==> src/rtl/twos_comp_serial.sv <==
// Bit-serial two's-complement engine: pass, negate, abs and ones-complement, LSB first over WIDTH cycles.
// Optional build macro TWOS_COMP_SAT_EN saturates overflowing negate/abs results to the maximum positive value.
module twos_comp_serial #(
    parameter int WIDTH = 12  // legal range 2..64
) (
    input  logic             t_clk,
    input  logic             t_rst_n,
    input  logic             in_valid,
    output logic             in_ready,
    input  logic [WIDTH-1:0] x,
    input  logic [1:0]       mode,
    output logic             out_valid,
    input  logic             out_ready,
    output logic [WIDTH-1:0] o,
    output logic             ovf,
    output logic             zero
);

    localparam int CW = $clog2(WIDTH);
    localparam logic [CW-1:0]    LAST_CNT = CW'(WIDTH - 1);
    localparam logic [WIDTH-1:0] MIN_NEG  = {1'b1, {(WIDTH-1){1'b0}}};
    localparam logic [WIDTH-1:0] MAX_POS  = {1'b0, {(WIDTH-1){1'b1}}};

    localparam logic [1:0] MODE_PASS = 2'b00;
    localparam logic [1:0] MODE_NEG  = 2'b01;
    localparam logic [1:0] MODE_ABS  = 2'b10;
    localparam logic [1:0] MODE_ONES = 2'b11;

    typedef enum logic [1:0] {
        ST_IDLE = 2'b00,
        ST_RUN  = 2'b01,
        ST_DONE = 2'b10
    } state_t;

    state_t           state_r, state_s;
    logic [WIDTH-1:0] shift_r, shift_s;
    logic [WIDTH-1:0] res_r, res_s;
    logic [1:0]       mode_r, mode_s;
    logic             sign_r, sign_s;
    logic             seen_r, seen_s;
    logic             min_r, min_s;
    logic [CW-1:0]    cnt_r, cnt_s;
    logic             ovf_r, ovf_s;
    logic             zero_r, zero_s;
    logic [1:0]       step_s;
    logic             neg_eff_s;

    // One serial step: returns {seen_one_next, result_bit}.
    function automatic logic [1:0] serial_step(
        input logic [1:0] m,
        input logic       neg_eff,
        input logic       seen,
        input logic       in_bit
    );
        logic out_bit;
        logic seen_nxt;
        seen_nxt = seen;
        case (m)
            MODE_PASS: out_bit = in_bit;
            MODE_ONES: out_bit = ~in_bit;
            MODE_NEG, MODE_ABS: begin
                if (neg_eff) begin
                    out_bit  = seen ? ~in_bit : in_bit;
                    seen_nxt = seen | in_bit;
                end else begin
                    out_bit = in_bit;
                end
            end
            default: out_bit = in_bit;
        endcase
        return {seen_nxt, out_bit};
    endfunction

    // Next-state and datapath logic for the IDLE/RUN/DONE sequencer.
    always_comb begin
        state_s   = state_r;
        shift_s   = shift_r;
        res_s     = res_r;
        mode_s    = mode_r;
        sign_s    = sign_r;
        seen_s    = seen_r;
        min_s     = min_r;
        cnt_s     = cnt_r;
        ovf_s     = ovf_r;
        zero_s    = zero_r;
        neg_eff_s = (mode_r == MODE_NEG) || ((mode_r == MODE_ABS) && sign_r);
        step_s    = serial_step(mode_r, neg_eff_s, seen_r, shift_r[0]);

        case (state_r)
            ST_IDLE: begin
                if (in_valid) begin
                    shift_s = x;
                    mode_s  = mode;
                    sign_s  = x[WIDTH-1];
                    min_s   = (x == MIN_NEG);
                    seen_s  = 1'b0;
                    cnt_s   = {CW{1'b0}};
                    state_s = ST_RUN;
                end else begin
                    state_s = ST_IDLE;
                end
            end
            ST_RUN: begin
                shift_s = {1'b0, shift_r[WIDTH-1:1]};
                res_s   = {step_s[0], res_r[WIDTH-1:1]};
                seen_s  = step_s[1];
                if (cnt_r == LAST_CNT) begin
                    // Final bit: settle flags (and saturation) together with the last shift.
                    ovf_s = min_r & neg_eff_s;
`ifdef TWOS_COMP_SAT_EN
                    if (ovf_s) begin
                        res_s = MAX_POS;
                    end else begin
                        res_s = {step_s[0], res_r[WIDTH-1:1]};
                    end
`endif
                    zero_s  = (res_s == {WIDTH{1'b0}});
                    state_s = ST_DONE;
                end else begin
                    cnt_s   = cnt_r + CW'(1);
                    state_s = ST_RUN;
                end
            end
            ST_DONE: begin
                if (out_ready) begin
                    state_s = ST_IDLE;
                end else begin
                    state_s = ST_DONE;
                end
            end
            default: begin
                state_s = ST_IDLE;
            end
        endcase
    end

    // State and datapath registers.
    always_ff @(posedge t_clk or negedge t_rst_n) begin
        if (!t_rst_n) begin
            state_r <= ST_IDLE;
            shift_r <= {WIDTH{1'b0}};
            res_r   <= {WIDTH{1'b0}};
            mode_r  <= 2'b00;
            sign_r  <= 1'b0;
            seen_r  <= 1'b0;
            min_r   <= 1'b0;
            cnt_r   <= {CW{1'b0}};
            ovf_r   <= 1'b0;
            zero_r  <= 1'b0;
        end else begin
            state_r <= state_s;
            shift_r <= shift_s;
            res_r   <= res_s;
            mode_r  <= mode_s;
            sign_r  <= sign_s;
            seen_r  <= seen_s;
            min_r   <= min_s;
            cnt_r   <= cnt_s;
            ovf_r   <= ovf_s;
            zero_r  <= zero_s;
        end
    end

    assign in_ready  = (state_r == ST_IDLE);
    assign out_valid = (state_r == ST_DONE);
    assign o         = res_r;
    assign ovf       = ovf_r;
    assign zero      = zero_r;

endmodule

==> config.mk <==
export PLATFORM = sky130hd
export DESIGN_NAME = twos_comp_serial
export DESIGN_NICKNAME = d
export VERILOG_FILES = /design/src/rtl/twos_comp_serial.sv
export SDC_FILE = /design/constraint.sdc
export NUM_CORES = 1
export LEC_CHECK = 0
export ABC_AREA = 1
export ABC_CLOCK_PERIOD_IN_PS = 1350
export BUFFER_PORTS_ARGS = -buffer_cell sky130_fd_sc_hd__clkbuf_2
export CELL_PAD_IN_SITES_DETAIL_PLACEMENT = 1
export CELL_PAD_IN_SITES_GLOBAL_PLACEMENT = 1
export CORE_MARGIN = 1
export CORE_UTILIZATION = 41
export CTS_CLUSTER_DIAMETER = 120
export CTS_CLUSTER_SIZE = 10
export DETAILED_ROUTE_END_ITERATION = 6
export PLACE_DENSITY_LB_ADDON = 0.1
export SLEW_MARGIN = 30
export SYNTH_ARGS = -nofsm -noshare
export SYNTH_HDL_FRONTEND = slang
export SYNTH_SLANG_ARGS = --single-unit
==> constraint.sdc <==
create_clock -name t_clk -period 1.35 [get_ports t_clk]
set_input_delay 0.2025 -clock t_clk [delete_from_list [all_inputs] [get_ports t_clk]]
set_output_delay 0.2025 -clock t_clk [all_outputs]
set_load 0.01 [all_outputs]
==> impl_metrics.ini <==
[power_and_ir_drop]
p_int_mw = 2.95
switchingPower_mw = 2.12
swShare = 0.418
clkPwrFrac = 0.170
power.total_mw = 5.06
p_leak_nw = 1.13
combPwrFrac = 0.446
p_per_area_nw_per_um2 = 2300
pwr-share-seq = 0.384
peakVddDrop_uv = 933

[cells_and_area]
n_antenna_cell = 0
synthToLayoutAreaGrowth_pct = 21.0
fillers = 508
nNetsFinal = 266
post-route-util = 0.535
drive_gt1_frac = 0.300
fin_cells = 293

[synthesis]
syn-num-nets = 227
yosysTopAreaCell = dfrtp_1
synth_top_flop_cell = dfrtp_1
synth_edf_count = 0
synth_top_area_share = 0.509
avgSynthCellArea_um2 = 8.96
netlist_top_cells_area = dfrtp_1 (51%), nand2_1 (10%), nand3_1 (5.8%)
synth_commonest_cells = nand2_1 (50), dfrtp_1 (37), inv_1 (26), nand3_1 (21), o21ai_0 (14)
synth_most_common_cell = nand2_1
ys_seq_area_frac = 0.509
yosysUniqueCellTypes = 26
synthArstFlopShare = 1.00
yosys_register_bits = 37
syn_area_um2 = 1820
syn-instance-count = 203
yosysWarnings = 0

[worst_setup_path]
crit_chain = nor2_4, clkbuf_2
cp_max_fo = 4
critPathMaxStageDelay_ns = 0.45
cp-end-kind = output pin
reg2reg_from = state_r[1]
rrSetupSlack_ns = 0.08
crit_required_ns = 1.15
rr_worst_depth = 6
reg2reg_to = shift_r[0]
critical_path_class = register to output pin
cp.arrival_ns = 1.07
cp-start-kind = register
crit_path_top_delay_cell = dfrtp_1

[timing]
tns_ns = 0
period_minus_slack_ns = 1.27
finalHoldViolCount = 0
slew_headroom = 0.865
drv_slew = 0
fmaxAchievable_mhz = 785
clock_skew_ns = 0.00332
rsz0062_at_grt = no
fin_ws_ns = 0.0758
fin_crit_sh = 0.944
setup_viol = 0
tightestPinTransition_ns = 0.201

[clock_network]
clock_path_buffers = 2
cts_buffers = 5
worstSkewPairLatency_ns = 0.29
htree_num_levels = 2
clkTransAtPathRegs_ns = 0.07
cts_tree = done
cts_root_buf = clkbuf_8
cts.sinks = 37

[grt]
grt_max_degree = 38
grt_pass1_wl_um = 7150
grt_usage = 0.214
grt_pass1_vias = 1529
antenna_found_initial = 0
gr-total-overflow = 0

[die]
die_y_um = 68.6
die-area_um2 = 4710
initial_utilization = 0.442
rows = 23
coreArea_um2 = 4120
die_x_um = 68.6
io_pins = 34

[status]
status = finished clean

[min_path]
hold_class = primary input to register
hold_depth = 2
min_to = state_r[1]
hp-start = out_ready

[placement]
dp_slack_ns = -0.00225
numPortBuffers = 33
place.gp.congestion = 0.773
place_inst = 283
place_hpwl_um = 3090

[route]
drt-initial-drc-count = 49
drc = 0
num_vias = 1495
wl_per_cell_um = 14.9
ant_nets = 0
drt_wl_total_um = 4360
via_per_inst = 5.10
drt_pre_antenna_iters = 3

[run]
maxCapViolCount = 0
[cells in the final DEF (no fill, tap or decap), drive strengths merged]
master	instances
a21oi	6
o21ai	16
o221ai	1
nand2	54
nand3	22
nor3	1
o31ai	1
o211ai	8
nand4	3
dlygate4sd3	1
clkbuf	40
nor2	12
buf	5
and3	1
clkinv	1
ha	6
dfrtp	37
inv	28
[metrics by stage]
| step | hold slack (ns) | cell area [µm²] |
|---|---|---|
| after CTS | 0.0808 | 2160 |
| after global placement | 0.185 | 2040 |
| after global routing | 0.0776 | 2200 |
| final | 0.0859 | 2200 |
| after detailed placement | 0.191 | 2040 |
| after floorplan | -0.0931 | 1820 |
[final cells by class]
type	instances	area [µm²]	share of cell area
inverters	28	108	0.0489
multi-input cells	131	767	0.348
clock buffers	7	96.3	0.0438
well taps	50	62.6	0.0284
flip-flops and latches	37	926	0.420
repair buffers	39	238	0.108
clock inverters	1	5.00	0.00227
[worst max-delay path, delay by kind of cell, from the launching register on]
kind	cells	cell delay [ns]
flip-flops	1	0.45
buffers and inverters	1	0.16
AND/OR/NAND/NOR	1	0.18
[cells by family (layout without fill, tap and decap cells)]
family	after synthesis	count (layout)	synth area share
simple gates	93	93	0.231
compound gates	32	32	0.125
buf+inv	35	75	0.0935
fa+ha+maj	6	6	0.0413
flops	37	37	0.509
[power groups by stage]
stage	Combinational, mW	Sequential [mW]	Clock (mW)
3_5_place_dp	2.16	1.93	0
2_1_floorplan	1.50	1.93	0
6_report	2.26	1.94	0.860
4_1_cts	2.22	1.92	0.898
3_3_place_gp	2.04	1.90	0
5_1_grt	2.59	2.01	0.937
[sequential cells by signal, summed over array words and instances, names as in the netlist]
name / cells
state_r: 2
sign_r: 1
mode_r: 2
seen_r: 1
o: 12
min_r: 1
cnt_r: 4
shift_r: 12
zero: 1
ovf: 1
[per-layer routing]
layer	vias to the layer above	global-route usage	wire length [µm]
met5	-	0	0
met4	0	0.0755	53
met3	5	0.0493	121
met2	21	0.386	2250
met1	737	0.245	1930
li1	732	-	-
[worst max-delay path by stage]
stage | depth (start not counted) | slack [ns] | startpoint | endpoint
2_1_floorplan | 5 | 0.19 | state_r[0] | shift_r[8]
3_3_place_gp | 6 | 0.09 | state_r[0] | seen_r
3_5_place_dp | 6 | -0.002 | state_r[0] | seen_r
4_1_cts | 10 | 0.02 | mode_r[0] | zero
5_1_grt | 6 | 0.0007 | state_r[0] | seen_r
6_report | 2 | 0.08 | state_r[0] | in_ready
[timing repair]
item,in CTS,in global routing
resized for setup,2,11
endpoints found under the setup margin,2,13
gates cloned,0,0
hold buffers,1,0
pin swaps,0,3
buffers inserted,0,1
endpoints found under the hold margin,37,0
Power figures use the tool's default switching activity.
